===== src/rtl/net_tx_frame_arbiter_pkg.sv =====
// Shared types and constants for the tx frame arbiter and its round-robin picker.
// No logic here, so no latency.
// No flow control lives here; it is all in the modules that import this package.
package net_arb_pkg;

    typedef enum logic [1:0] {
        ARB_IDLE  = 2'd0,
        ARB_PASS  = 2'd1,
        ARB_DRAIN = 2'd2
    } arb_state_e;

    localparam int NUM_REQ_MAX = 4;
    localparam int STAT_W      = 16;
    localparam int MAX_LEN_DEF = 1514;

    // Width of an index into a vector of n requesters; a single bit is kept even when n==1.
    function automatic int idx_w(input int n);
        return (n > 1) ? $clog2(n) : 1;
    endfunction

endpackage


===== src/rtl/net_tx_frame_arbiter_if.sv =====
// Groups the NUM_REQ-wide requester AXI-Stream bundle and the single TEMAC-facing stream.
// No logic here, so no latency.
// Both sides use plain AXIS valid/ready; the arbiter takes the slave modport.
interface net_tx_frame_arbiter_if #(
    parameter int NUM_REQ = 2
) ();
    logic [NUM_REQ*8-1:0] s_axis_tdata;
    logic [NUM_REQ-1:0]   s_axis_tvalid;
    logic [NUM_REQ-1:0]   s_axis_tlast;
    logic [NUM_REQ-1:0]   s_axis_tready;
    logic [7:0]           m_axis_tdata;
    logic                 m_axis_tvalid;
    logic                 m_axis_tlast;
    logic                 m_axis_tready;

    // Arbiter view: it consumes requester streams and produces the TEMAC stream.
    modport slave (
        input  s_axis_tdata, s_axis_tvalid, s_axis_tlast, m_axis_tready,
        output s_axis_tready, m_axis_tdata, m_axis_tvalid, m_axis_tlast
    );

    // Environment view: requesters and TEMAC together.
    modport master (
        output s_axis_tdata, s_axis_tvalid, s_axis_tlast, m_axis_tready,
        input  s_axis_tready, m_axis_tdata, m_axis_tvalid, m_axis_tlast
    );
endinterface


===== src/rtl/net_tx_frame_arbiter_rr_picker.sv =====
// Round-robin picker: first requester after i_last (wrapping) wins, one-hot result.
// Purely combinational, zero latency.
// No flow control; the caller decides when a pick is committed.
module net_rr_picker
    import net_arb_pkg::*;
#(
    parameter int N     = 2,
    parameter int IDX_W = idx_w(N)
) (
    input  logic [N-1:0]     i_req,
    input  logic [IDX_W-1:0] i_last,
    output logic [N-1:0]     o_pick,
    output logic             o_vld
);

    // Scan last+1, last+2, ... modulo N and keep the first hit.
    always_comb begin
        o_pick = '0;
        o_vld  = 1'b0;
        for (int k = 1; k <= N; k++) begin
            if (!o_vld && i_req[(int'(i_last) + k) % N]) begin
                o_pick[(int'(i_last) + k) % N] = 1'b1;
                o_vld                          = 1'b1;
            end
        end
    end

endmodule


===== src/rtl/net_tx_frame_arbiter.sv =====
// Frame-granular round-robin arbiter in front of the TEMAC tx stream; truncates frames beyond MAX_LEN and drains the rest.
// 1 cycle arbitration in IDLE, then zero-latency combinational pass-through; one IDLE bubble between frames.
// Owner's ready mirrors m_axis_tready in PASS, forced 1 in DRAIN; non-owners see ready 0. Optional counters: ARB_STATS_EN.
module net_tx_frame_arbiter
    import net_arb_pkg::*;
#(
    parameter int NUM_REQ = 2,
    parameter int MAX_LEN = MAX_LEN_DEF
) (
    input  logic                      net_axis_clk,
    input  logic                      net_axis_rst,
    net_tx_frame_arbiter_if.slave     bus,
    output logic [NUM_REQ-1:0]        grant,
    output logic                      trunc_pulse,
    output logic [NUM_REQ*STAT_W-1:0] stat_frames,
    output logic [NUM_REQ*STAT_W-1:0] stat_truncs
);

    localparam int CNT_W = $clog2(MAX_LEN + 1);
    localparam int IDX_W = idx_w(NUM_REQ);

    arb_state_e         r_state;
    arb_state_e         w_state_nxt;
    logic [IDX_W-1:0]   r_owner;
    logic [IDX_W-1:0]   r_last_grant;
    logic [NUM_REQ-1:0] r_grant;
    logic [CNT_W-1:0]   r_byte_cnt;
    logic               r_trunc_pulse;

    logic [NUM_REQ-1:0] w_pick;
    logic               w_pick_vld;
    logic [IDX_W-1:0]   w_pick_idx;
    logic               w_sel_vld;
    logic               w_sel_last;
    logic [7:0]         w_sel_dat;
    logic               w_at_max;
    logic               w_pass_end;
    logic               w_pass_trunc;
    logic               w_pass_hs;
    logic               w_drain_end;

    net_rr_picker #(
        .N     (NUM_REQ),
        .IDX_W (IDX_W)
    ) u_picker (
        .i_req  (bus.s_axis_tvalid),
        .i_last (r_last_grant),
        .o_pick (w_pick),
        .o_vld  (w_pick_vld)
    );

    // Convert the one-hot pick to an index for the data muxes.
    always_comb begin
        w_pick_idx = '0;
        for (int i = 0; i < NUM_REQ; i++) begin
            if (w_pick[i]) begin
                w_pick_idx = IDX_W'(i);
            end
        end
    end

    // Select the owner's stream; the last allowed beat is the one after MAX_LEN-1 accepted beats.
    always_comb begin
        w_sel_vld  = bus.s_axis_tvalid[r_owner];
        w_sel_last = bus.s_axis_tlast[r_owner];
        w_sel_dat  = bus.s_axis_tdata[int'(r_owner)*8 +: 8];
        w_at_max   = (r_byte_cnt == CNT_W'(MAX_LEN - 1));
    end

    // Next-state and stream outputs; a real tlast takes priority over the length limit.
    always_comb begin
        w_state_nxt       = r_state;
        bus.m_axis_tvalid = 1'b0;
        bus.m_axis_tdata  = 8'd0;
        bus.m_axis_tlast  = 1'b0;
        bus.s_axis_tready = '0;
        w_pass_end        = 1'b0;
        w_pass_trunc      = 1'b0;
        w_pass_hs         = 1'b0;
        w_drain_end       = 1'b0;
        case (r_state)
            ARB_IDLE: begin
                if (w_pick_vld) begin
                    w_state_nxt = ARB_PASS;
                end
            end
            ARB_PASS: begin
                bus.m_axis_tvalid          = w_sel_vld;
                bus.m_axis_tdata           = w_sel_dat;
                bus.m_axis_tlast           = w_sel_last | w_at_max;
                bus.s_axis_tready[r_owner] = bus.m_axis_tready;
                if (w_sel_vld && bus.m_axis_tready) begin
                    w_pass_hs = 1'b1;
                    if (w_sel_last) begin
                        w_pass_end  = 1'b1;
                        w_state_nxt = ARB_IDLE;
                    end else if (w_at_max) begin
                        w_pass_trunc = 1'b1;
                        w_state_nxt  = ARB_DRAIN;
                    end
                end
            end
            ARB_DRAIN: begin
                bus.s_axis_tready[r_owner] = 1'b1;
                if (w_sel_vld && w_sel_last) begin
                    w_drain_end = 1'b1;
                    w_state_nxt = ARB_IDLE;
                end
            end
            default: begin
                w_state_nxt = ARB_IDLE;
            end
        endcase
    end

    // State register.
    always_ff @(posedge net_axis_clk) begin
        if (net_axis_rst) begin
            r_state <= ARB_IDLE;
        end else begin
            r_state <= w_state_nxt;
        end
    end

    // Owner, grant, round-robin pointer, byte count and truncation pulse.
    always_ff @(posedge net_axis_clk) begin
        if (net_axis_rst) begin
            r_owner       <= '0;
            r_last_grant  <= IDX_W'(NUM_REQ - 1);
            r_grant       <= '0;
            r_byte_cnt    <= '0;
            r_trunc_pulse <= 1'b0;
        end else begin
            r_trunc_pulse <= w_pass_trunc;
            if (r_state == ARB_IDLE) begin
                r_byte_cnt <= '0;
                if (w_pick_vld) begin
                    r_grant <= w_pick;
                    r_owner <= w_pick_idx;
                end
            end else if (w_pass_end || w_drain_end) begin
                r_grant      <= '0;
                r_last_grant <= r_owner;
                r_byte_cnt   <= '0;
            end else if (w_pass_hs) begin
                r_byte_cnt <= r_byte_cnt + CNT_W'(1);
            end
        end
    end

    assign grant       = r_grant;
    assign trunc_pulse = r_trunc_pulse;

`ifdef ARB_STATS_EN
    logic [STAT_W-1:0] r_stat_frames [NUM_REQ];
    logic [STAT_W-1:0] r_stat_truncs [NUM_REQ];

    // Per-port saturating frame and truncation counters.
    always_ff @(posedge net_axis_clk) begin
        if (net_axis_rst) begin
            for (int i = 0; i < NUM_REQ; i++) begin
                r_stat_frames[i] <= '0;
                r_stat_truncs[i] <= '0;
            end
        end else begin
            if (w_pass_end && (r_stat_frames[r_owner] != '1)) begin
                r_stat_frames[r_owner] <= r_stat_frames[r_owner] + STAT_W'(1);
            end
            if (w_pass_trunc && (r_stat_truncs[r_owner] != '1)) begin
                r_stat_truncs[r_owner] <= r_stat_truncs[r_owner] + STAT_W'(1);
            end
        end
    end

    // Flatten the counters onto the stat buses, port i at [16i+15:16i].
    always_comb begin
        stat_frames = '0;
        stat_truncs = '0;
        for (int i = 0; i < NUM_REQ; i++) begin
            stat_frames[i*STAT_W +: STAT_W] = r_stat_frames[i];
            stat_truncs[i*STAT_W +: STAT_W] = r_stat_truncs[i];
        end
    end
`else
    assign stat_frames = '0;
    assign stat_truncs = '0;
`endif

endmodule


===== src/flat_wrapper.sv =====
// flat-port wrapper written by rule: the top's interface ports become plain ports
module net_tx_frame_arbiter_flat import net_arb_pkg::*;
#(
    parameter int NUM_REQ = 2,
    parameter int MAX_LEN = MAX_LEN_DEF
)
  (net_axis_clk, net_axis_rst, grant, trunc_pulse, stat_frames, stat_truncs, bus_s_axis_tdata, bus_s_axis_tvalid, bus_s_axis_tlast, bus_m_axis_tready, bus_s_axis_tready, bus_m_axis_tdata, bus_m_axis_tvalid, bus_m_axis_tlast);
  net_tx_frame_arbiter_if #(.NUM_REQ(NUM_REQ)) bus_i ();
  input  logic net_axis_clk;
  input  logic net_axis_rst;
  output logic [NUM_REQ-1:0] grant;
  output logic trunc_pulse;
  output logic [NUM_REQ*STAT_W-1:0] stat_frames;
  output logic [NUM_REQ*STAT_W-1:0] stat_truncs;
  input wire logic [$bits(bus_i.s_axis_tdata)-1:0] bus_s_axis_tdata;
  input wire logic [$bits(bus_i.s_axis_tvalid)-1:0] bus_s_axis_tvalid;
  input wire logic [$bits(bus_i.s_axis_tlast)-1:0] bus_s_axis_tlast;
  input wire logic [$bits(bus_i.m_axis_tready)-1:0] bus_m_axis_tready;
  output wire logic [$bits(bus_i.s_axis_tready)-1:0] bus_s_axis_tready;
  output wire logic [$bits(bus_i.m_axis_tdata)-1:0] bus_m_axis_tdata;
  output wire logic [$bits(bus_i.m_axis_tvalid)-1:0] bus_m_axis_tvalid;
  output wire logic [$bits(bus_i.m_axis_tlast)-1:0] bus_m_axis_tlast;
  assign bus_i.s_axis_tdata = bus_s_axis_tdata;
  assign bus_i.s_axis_tvalid = bus_s_axis_tvalid;
  assign bus_i.s_axis_tlast = bus_s_axis_tlast;
  assign bus_i.m_axis_tready = bus_m_axis_tready;
  assign bus_s_axis_tready = bus_i.s_axis_tready;
  assign bus_m_axis_tdata = bus_i.m_axis_tdata;
  assign bus_m_axis_tvalid = bus_i.m_axis_tvalid;
  assign bus_m_axis_tlast = bus_i.m_axis_tlast;
  net_tx_frame_arbiter #(.NUM_REQ(NUM_REQ), .MAX_LEN(MAX_LEN)) u_core (.net_axis_clk(net_axis_clk), .net_axis_rst(net_axis_rst), .bus(bus_i), .grant(grant), .trunc_pulse(trunc_pulse), .stat_frames(stat_frames), .stat_truncs(stat_truncs));
endmodule

===== config.mk =====
export PLATFORM = sky130hd
export DESIGN_NAME = net_tx_frame_arbiter_flat
export DESIGN_NICKNAME = d
export VERILOG_FILES = /design/src/rtl/net_tx_frame_arbiter_pkg.sv /design/src/rtl/net_tx_frame_arbiter_if.sv /design/src/rtl/net_tx_frame_arbiter_rr_picker.sv /design/src/rtl/net_tx_frame_arbiter.sv /design/src/flat_wrapper.sv
export SDC_FILE = /design/constraint.sdc
export NUM_CORES = 1
export LEC_CHECK = 0
export CORE_UTILIZATION = 25
export DETAILED_ROUTE_END_ITERATION = 8
export GPL_TIMING_DRIVEN = 0
export PLACE_DENSITY = 0.57
export SLEW_MARGIN = 15
export SYNTH_ARGS = -nofsm -noshare
export SYNTH_HDL_FRONTEND = slang
export SYNTH_HIERARCHICAL = 1
export SYNTH_SLANG_ARGS = --single-unit

===== constraint.sdc =====
create_clock -name net_axis_clk -period 2.3 [get_ports net_axis_clk]
set_clock_uncertainty 0.1 [all_clocks]
set_input_delay 0.46 -clock net_axis_clk [delete_from_list [all_inputs] [get_ports net_axis_clk]]
set_output_delay 0.46 -clock net_axis_clk [all_outputs]
set_load 0.01 [all_outputs]

==> results of run 1 <==
## flip-flops by register name, summed over array words and instances, names as in the netlist
signal,flops
u_core/r_last_grant,1
u_core/trunc_pulse,1
u_core/r_state,2
u_core/r_owner,1
u_core/r_byte_cnt,11
u_core/grant,2
## worst min-delay path, delay by kind of cell (launching register included)
family | cells | cell delay [ns]
AOI/OAI and AO/OA | 2 | 0.13
DFF | 1 | 0.32
## layout make-up
cell class              instances  area [sq um]  share of cell area (%)
clock buffers                   4          55.1                    2.22
plain buffers                  69           514                    20.7
repair buffers                 40           402                    16.2
inverters                       6          22.5                   0.908
flip-flops and latches         18           363                    14.6
well taps                      77          96.3                    3.88
multi-input cells             172          1030                    41.4
## final timing paths
check,startpoint,to
min reg2reg,u_core/r_byte_cnt[7],u_core/r_byte_cnt[7]
max reg2reg,u_core/r_state[0],u_core/r_state[0]
min,u_core/r_byte_cnt[7],u_core/r_byte_cnt[7]
max,bus_m_axis_tready,bus_s_axis_tready[1]
## cell usage after synthesis, types with 3 or more instances
cell type	n	area [sq um]
buf_4	64	480
nand2_1	7	26.3
o21ai_0	3	15.0
a311oi_1	3	26.3
nand4_1	3	18.8
nor2b_1	8	50.1
xor2_1	4	35.0
ha_1	6	75.1
clkbuf_1	3	11.3
nand2b_1	3	18.8
inv_1	6	22.5
and2_1	6	37.5
dfxtp_1	18	360
nor2_1	9	33.8
a21oi_1	5	25.0
nand3_1	7	35.0
mux2i_1	10	100
## power by group
part | internal, mW | total (mW) | switching [mW]
logic | 0.328 | 0.627 | 0.299
clock network | 0.152 | 0.266 | 0.114
registers | 0.333 | 0.350 | 0.0173
## what timing repair did
action,in CTS,in global routing
setup buffers,1,2
pin swaps,1,0
resized for setup,15,11
endpoints found under the hold margin,0,0
hold buffers,0,0
endpoints found under the setup margin,12,9
## per-layer routing
layer | global-route usage (%) | share of wire [%]
met5 | 0 | 0
met4 | 2.31 | 0.76
met3 | 3.96 | 9.7
met2 | 16.8 | 50
met1 | 9.35 | 39
## cells in the final DEF, fill, tap and decap left out, types with 2 or more instances in the layout
master           count
buf_4               69
conb_1              64
clkdlybuf4s50_1     23
dfxtp_1             16
mux2i_1             10
nor2_1               9
nor2b_1              8
dlymetal6s2s_1       7
nand3_1              7
nand2_1              7
dlygate4sd2_1        6
and2_1               6
inv_1                5
a21oi_1              5
ha_1                 5
clkbuf_8             4
xor2_1               4
nand4_1              3
a21boi_1             3
nand2b_1             3
a311oi_1             3
o21ai_0              3
nor3b_1              2
and3_1               2
clkbuf_1             2
nand3b_1             2
and4_1               2
a211oi_1             2
xnor2_1              2
a31oi_1              2
or3_1                2
dfxtp_2              2
## through the flow
| stage | hold slack [ns] | utilization [%] | area, sq um | setup TNS (ns) | std cells |
|---|---|---|---|---|---|
| 6_report | 0.387 | 38.8 | 2480 | 0 | 386 |
| 5_1_grt | 0.408 | 38.8 | 2480 | 0 | 386 |
| 4_1_cts | 0.384 | 38.3 | 2450 | -0.00600 | 384 |
| 3_5_place_dp | 0.371 | 37.1 | 2370 | -1.27 | 379 |
| 3_3_place_gp | 0.365 | 37.1 | 2370 | -1.25 | 379 |
| 2_1_floorplan | 0.348 | - | 1910 | 0 | 265 |
## cell families (layout without fill, tap and decap cells)
kind of cell | count (synthesis) | in the layout | share of synthesized area (%)
xor+xnor | 6 | 6 | 3.15
fa+ha+maj | 6 | 6 | 4.50
buf+inv | 75 | 119 | 31.8
simple gates | 60 | 60 | 21.4
other cells | 1 | 64 | 0.225
flops | 18 | 18 | 21.6
mux | 11 | 11 | 6.90
compound gates | 25 | 25 | 10.5
==> flow_summary.toml, run 1 <==
[clocking]
numCtsBuffers = 3
cts_tree = "yes"
cts_root_buffer = "clkbuf_8"
clock_latency_ns = 0.26
clk_path_buf_depth = 2
clock_sinks = 18
cts_max_level = 1
clkTransAtPathRegs_ns = 0.07

[route]
drc = 0
wl_per_cell_um = 8.50
dr.pass1.iters = 4
drt-initial-drc-count = 46
via_per_inst = 3.68
vias = 1421
ant_nets = 0
routed_wl_um = 3280

[floorplanning]
die_h_um = 83.7
die-area_sq_um = 7010
core_sq_um = 6390
initial_core_util_pct = 26.1
rows = 29
die_x_um = 83.7
io_pins = 102

[power]
finalPower_mw = 1.24
p_per_area_nw_per_um2 = 501
ir_drop_uv = 335
leakagePower_nw = 1.29

[setup_path]
cpLargestDelayFamily = "buffers and inverters"
cp.required_ns = 1.74
arrival_ns = 1.63
crit_cells = 4
critPathKind = "primary input to output port"
slowest_stage = "clkdlybuf4s50_1"
critPathLaunchType = "primary input"
cp_max_fo = 4
end_kind = "output port"
reg2reg_setup_slack_ns = 0.35
cp_num_buf_inv = 2
slowest_delay_ns = 0.54
path_cells = "clkdlybuf4s50_1 -> a21oi_1 -> nor3b_1 -> dlygate4sd2_1"
rr_worst_depth = 7

[flow_run]
cap_viol_max_count = 0

[sta]
drv_slew = 0
setup_viol = 0
hold_viol = 0
rsz0062_at_grt = "no"
post-route-period-util_pct = 95.4
setup_slack_ns = 0.107
fin_crit_ns = 2.19
max_freq_ghz = 0.456

[global_route]
grtUsageTotal_pct = 9.10
antenna_found_initial = 0
grt_max_degree = 11
grt_first_pass_wirelength_um = 5130
grt_pass1_vias = 1169
grt-ovfl-total = 0

[synth]
synthArstFlopShare_pct = 0
synth_edf_count = 0
ys.flop_type = "dfxtp_1"
postSynthAreaPerCell_sq_um = 8.26
syn_inst = 202
synthesis.area_sq_um = 1670
ys_seq_area_share_pct = 21.6
ys_types = 44
yosysWarnings = 6
synth_seq_cells = 18

[placement]
globalplace.congestion = 0.756
preCtsSetupSlack_ns = -0.259
post-dp-hpwl_um = 2700
portBuffers = 37

[outcome]
run_status = "completed"

[finish]
drive_gt1_share_pct = 26.5
layout.nets = 339
diodes = 0
fill_cells = 676
syn2layout_area_growth_pct = 48.6

[min_path]
hold_path_depth = 2
hp-class = "register to register"
Note: power is estimated with default switching activity, not from simulation.
==> run 2: changes to the inputs <==
--- a/config.mk
+++ b/config.mk
@@ -5,6 +5,7 @@
 export SDC_FILE = /design/constraint.sdc
 export NUM_CORES = 1
 export LEC_CHECK = 0
+export CORE_ASPECT_RATIO = 0.7
 export CORE_UTILIZATION = 25
 export DETAILED_ROUTE_END_ITERATION = 8
 export GPL_TIMING_DRIVEN = 0
==> run 2 against run 1 <==
- clock-buffer cell count is 1 lower
- die area hardly changed
- via count is 1.3% lower
- sequential share of layout area is 0.066 points lower
- global-route usage is 1.3 points higher
- critical path type unchanged
- critical endpoint unchanged
- largest cell class unchanged
==> flow_summary.toml, run 2 (synthesized netlist as in run 1, its figures left out) <==
[route]
drc = 0
highest_layer = "met4"
dr_wl_met2_um = 1680
wl_met1_um = 1780
vias = 1402
wl_per_cell_um = 9.13
dr.pass1.iters = 4
via_per_inst = 3.52
routed_wl_um = 3640
drt-initial-drc-count = 57
ant_nets = 0
route.met3.wl_um = 164

[global_route]
antenna_found_initial = 0
grtUsageTotal_pct = 10.4
grt-ovfl-total = 0
grt_first_pass_wirelength_um = 5870
grt_pass1_vias = 1229
grt_max_degree = 11

[sta]
drv_slew = 0
setup_slack_ns = 0.128
post-route-period-util_pct = 94.4
hold_viol = 0
fin_crit_ns = 2.17
setup_viol = 0
rsz0062_at_grt = "no"
max_freq_ghz = 0.460

[finish]
syn2layout_area_growth_pct = 49.3
layout_commonest_cell = "buf_4"
layout.nets = 338
multi_input_area_sq_um = 1030
regMostFlops = "u_core/r_byte_cnt"
largest_reg_flops = 11
final-seq-area_sq_um = 363
layout_common_cells = "buf_4 (68), conb_1 (64), clkdlybuf4s50_1 (23), dfxtp_1 (16)"
drive_gt1_share_pct = 26.7
diodes = 0
fill_cells = 664

[setup_path]
arrival_ns = 1.61
path_cells = "clkdlybuf4s50_1 -> a21oi_1 -> nor3b_1 -> dlygate4sd2_1"
cp.required_ns = 1.74
slowest_delay_ns = 0.54
r2r-end = "u_core/r_state[0]"
reg2reg_setup_slack_ns = 0.32
cp_max_fo = 4
rr_startpoint = "u_core/r_state[0]"
critPathKind = "primary input to output port"
critPathLaunchType = "primary input"
slowest_stage = "clkdlybuf4s50_1"
end_kind = "output port"
rr_worst_depth = 7

[clocking]
cts_root_buffer = "clkbuf_8"
clock_sinks = 18
clock_latency_ns = 0.25
clk_path_buf_depth = 2
cts_max_level = 1
clkTransAtPathRegs_ns = 0.07
cts_tree = "yes"
ctsHoldBuffers = 0
numCtsBuffers = 3

[min_path]
hold_path_depth = 2
hp-class = "register to register"
min_to = "u_core/r_byte_cnt[7]"
min_from = "u_core/r_byte_cnt[7]"

[outcome]
run_status = "completed"

[floorplanning]
die-area_sq_um = 7010
rows = 24
initial_core_util_pct = 26.3
die_x_um = 99.7
die_h_um = 70.4
core_sq_um = 6340
io_pins = 102

[flow_run]
cap_viol_max_count = 0

[power]
p_int_uw = 786
p_comb_share_pct = 53.1
leakagePower_nw = 1.31
clkPwrFrac_pct = 18.0
p_per_area_nw_per_um2 = 488
switching_share_pct = 35.3
ir_drop_uv = 279
finalPower_mw = 1.22
p_switching_uw = 430
power.share.sequential_pct = 28.8

[placement]
post-dp-hpwl_um = 3030
globalplace.congestion = 0.770
preCtsSetupSlack_ns = -0.281
portBuffers = 37
[run 2: changes by cell type in the layout (fill, tap and decap cells not counted)]
cell	change
dlygate4sd2_1	-1
buf_4	-1
dlygate4sd1_1	-1
clkbuf_8	-1
a21boi_2	+1
a21boi_1	-1
mux2i_1	-1
dlymetal6s2s_1	+2
mux2i_2	+1
[run 2: worst max path at each step]
| stage | end | start | slack [ns] | cells past startpoint |
|---|---|---|---|---|
| final | bus_s_axis_tready[1] | bus_m_axis_tready | 0.13 | 4 |
| after global routing | bus_m_axis_tlast | u_core/r_byte_cnt[1] | 0.02 | 6 |
| after CTS | bus_m_axis_tdata[1] | u_core/r_state[0] | 0.004 | 4 |
| after detailed placement | bus_m_axis_tvalid | bus_s_axis_tvalid[0] | -0.28 | 4 |
| after global placement | bus_m_axis_tvalid | bus_s_axis_tvalid[0] | -0.27 | 4 |
| after floorplan | bus_m_axis_tlast | u_core/r_state[1] | 0.58 | 4 |
[run 2: what timing repair did]
item                       CTS  global route
gates resized for setup     14            12
setup endpoints to repair   12            12
gates cloned                 0             0
pin swaps                    1             0
buffers inserted             2             0
[run 2: final cells by class]
type	instances	area share (%)
clock buffers	3	1.66
multi-input cells	172	41.5
inverters	6	0.904
plain buffers	69	20.6
well taps	91	4.57
repair buffers	39	16.1
flip-flops and latches	18	14.6
[run 2: routing by layer]
metal	up-vias	track usage [%]
li1	770	-
met1	594	14.3
met2	36	16.8
met3	2	2.20
met4	0	1.96
met5	-	0
[run 2: per-stage QoR]
step | std cells | area [sq um] | utilization (%) | hold WS, ns | TNS, ns
2_1_floorplan | 265 | 1910 | - | 0.348 | 0
6_report | 398 | 2490 | 39.3 | 0.389 | 0
5_1_grt | 398 | 2490 | 39.3 | 0.411 | 0
3_5_place_dp | 393 | 2390 | 37.7 | 0.383 | -1.01
3_3_place_gp | 393 | 2390 | 37.7 | 0.361 | -1.08
4_1_cts | 398 | 2460 | 38.9 | 0.391 | 0
[run 2: critical path, delay by kind of cell]
kind | cells | cell delay (ns)
buffers and inverters | 2 | 0.84
AOI/OAI and AO/OA | 1 | 0.13
and+or+nand+nor | 1 | 0.18
[run 2: power by group through the flow]
stage	registers (mW)	clock network [mW]	logic, mW
6_report	0.351	0.219	0.646
5_1_grt	0.354	0.239	0.707
2_1_floorplan	0.350	0	0.418
3_3_place_gp	0.349	0	0.633
4_1_cts	0.348	0.227	0.651
3_5_place_dp	0.350	0	0.633
==> run 3: changes to the inputs <==
--- a/config.mk
+++ b/config.mk
@@ -9,7 +9,8 @@
 export CORE_UTILIZATION = 25
 export DETAILED_ROUTE_END_ITERATION = 8
 export GPL_TIMING_DRIVEN = 0
-export PLACE_DENSITY = 0.57
+export PLACE_DENSITY_LB_ADDON = 0.12
+export SETUP_SLACK_MARGIN = 0.3
 export SLEW_MARGIN = 15
 export SYNTH_ARGS = -nofsm -noshare
 export SYNTH_HDL_FRONTEND = slang
==> run 3 against run 2 <==
- global-route usage shrank 0.52 points
- routed wire length shrank 3.2%
- critical path type is now register to output port
- via count grew 3.1%
- register-to-register slack gained 0.07 ns
- maximum frequency grew 7.6%
- clock-buffer cell count grew 1
- non-clock buffer count grew 3
- sequential share of layout area shrank 0.081 points
==> flow_summary.toml, run 3 (synthesized netlist as in run 1, its figures left out) <==
[finish]
drive_gt1_share_pct = 35.4
layout.cells.non_filler = 402
regMostFlops = "u_core/r_byte_cnt"
layout_commonest_cell = "buf_4"
diodes = 0
final-seq-area_sq_um = 365
layout_common_cells = "buf_4 (69), conb_1 (64), clkdlybuf4s50_1 (22), dfxtp_1 (14), clkbuf_2 (11)"
syn2layout_area_growth_pct = 51.1
layout.nets = 341
largest_reg_flops = 11
multi_input_area_sq_um = 1080
fill_cells = 646

[flow_run]
cap_viol_max_count = 0

[power]
finalPower_mw = 1.26
leakagePower_nw = 1.19
ir_drop_uv = 217
p_per_area_nw_per_um2 = 501

[setup_path]
cp.required_ns = 1.74
critPathLaunchType = "register"
reg2reg_setup_slack_ns = 0.39
cp_max_fo = 2
arrival_ns = 1.46
end_kind = "output port"
critPathKind = "register to output port"

[global_route]
grt-ovfl-total = 0
antenna_found_initial = 0
grtUsageTotal_pct = 9.92
grt_pass1_vias = 1203
grt_first_pass_wirelength_um = 5580
grt_max_degree = 11

[route]
drt-initial-drc-count = 62
wl_per_cell_um = 8.75
ant_nets = 0
drc = 0
dr.pass1.iters = 4
vias = 1446
routed_wl_um = 3520
via_per_inst = 3.60

[sta]
post-route-period-util_pct = 87.7
rsz0062_at_grt = "yes"
fin_crit_ns = 2.02
setup_tns_ns = 0
max_freq_ghz = 0.496
drv_slew = 0
hold_viol = 0
setup_viol = 0

[floorplanning]
io_pins = 102
die_x_um = 99.7
die_h_um = 70.4
die-area_sq_um = 7010
initial_core_util_pct = 26.3
core_sq_um = 6340
rows = 24

[clocking]
cts_max_level = 1
cts_tree = "yes"
clock_sinks = 18
numCtsBuffers = 3
clk_path_buf_depth = 2
clock_latency_ns = 0.25
clkTransAtPathRegs_ns = 0.07
ctsHoldBuffers = 0
cts_root_buffer = "clkbuf_8"

[placement]
post-dp-hpwl_um = 2830
globalplace.congestion = 0.727
portBuffers = 37
placed_cells = 393

[outcome]
run_status = "completed"

[min_path]
hp-class = "register to register"
## run 3: cell types whose count changed in the layout (fill, tap and decap cells not counted), sizes merged
cell / before / now
buf: 69 / 73
clkbuf: 5 / 16
clkdlybuf4s50: 23 / 22
dlymetal6s2s: 9 / 0
dlygate4sd2: 5 / 2
clkdlybuf4s15: 0 / 2
## run 3: timing repair
item | 4_1_cts | 5_1_grt
gates resized for setup | 40 | 32
pin swaps | 2 | 2
endpoints found under the setup margin | 14 | 15
buffers inserted | 3 | 2
## run 3: worst paths after layout
check / end / start / cells after the start
max: bus_m_axis_tlast / u_core/r_byte_cnt[1] / 6
max reg2reg: u_core/r_state[0] / u_core/r_state[0] / 7
min reg2reg: u_core/r_byte_cnt[7] / u_core/r_byte_cnt[7] / 2
min: u_core/r_byte_cnt[7] / u_core/r_byte_cnt[7] / 2
## run 3: metal layers
| metal | global-route usage (%) | part of all wire, % | wire [um] |
|---|---|---|---|
| met4 | 2.45 | 0.97 | 34 |
| met1 | 14.2 | 49 | 1710 |
| met3 | 2.50 | 5.1 | 180 |
| met2 | 14.7 | 45 | 1590 |
| met5 | 0 | 0 | 0 |
## run 3: power breakdown
| group | switching [mW] | internal, mW | total (mW) |
|---|---|---|---|
| clock | 0.106 | 0.152 | 0.258 |
| combinational | 0.322 | 0.334 | 0.656 |
| sequential | 0.0177 | 0.333 | 0.351 |
## run 3: critical path, cell delays in order (launching register included)
cell      delay, ns
dfxtp_2        0.33
inv_2          0.07
ha_4           0.12
and4b_1        0.18
nand4_1        0.15
a21boi_2       0.21
buf_2          0.15
## run 3: metrics by stage
step / cell area (sq um) / util, % / hold slack, ns / setup slack (ns)
finish: 2520 / 39.8 / 0.389 / 0.282
detailed placement: 2390 / 37.7 / 0.368 / -0.250
global route: 2520 / 39.8 / 0.412 / 0.193
CTS: 2500 / 39.5 / 0.387 / 0.272
floorplan: 1910 / - / 0.348 / 0.576
global placement: 2390 / 37.7 / 0.363 / -0.258
## run 3: layout make-up
type | instances | area share [%]
flip-flops and latches | 18 | 14.5
clock buffers | 4 | 2.18
plain buffers | 69 | 21.0
repair buffers | 42 | 14.0
well taps | 91 | 4.51
inverters | 6 | 0.893
multi-input cells | 172 | 43.0
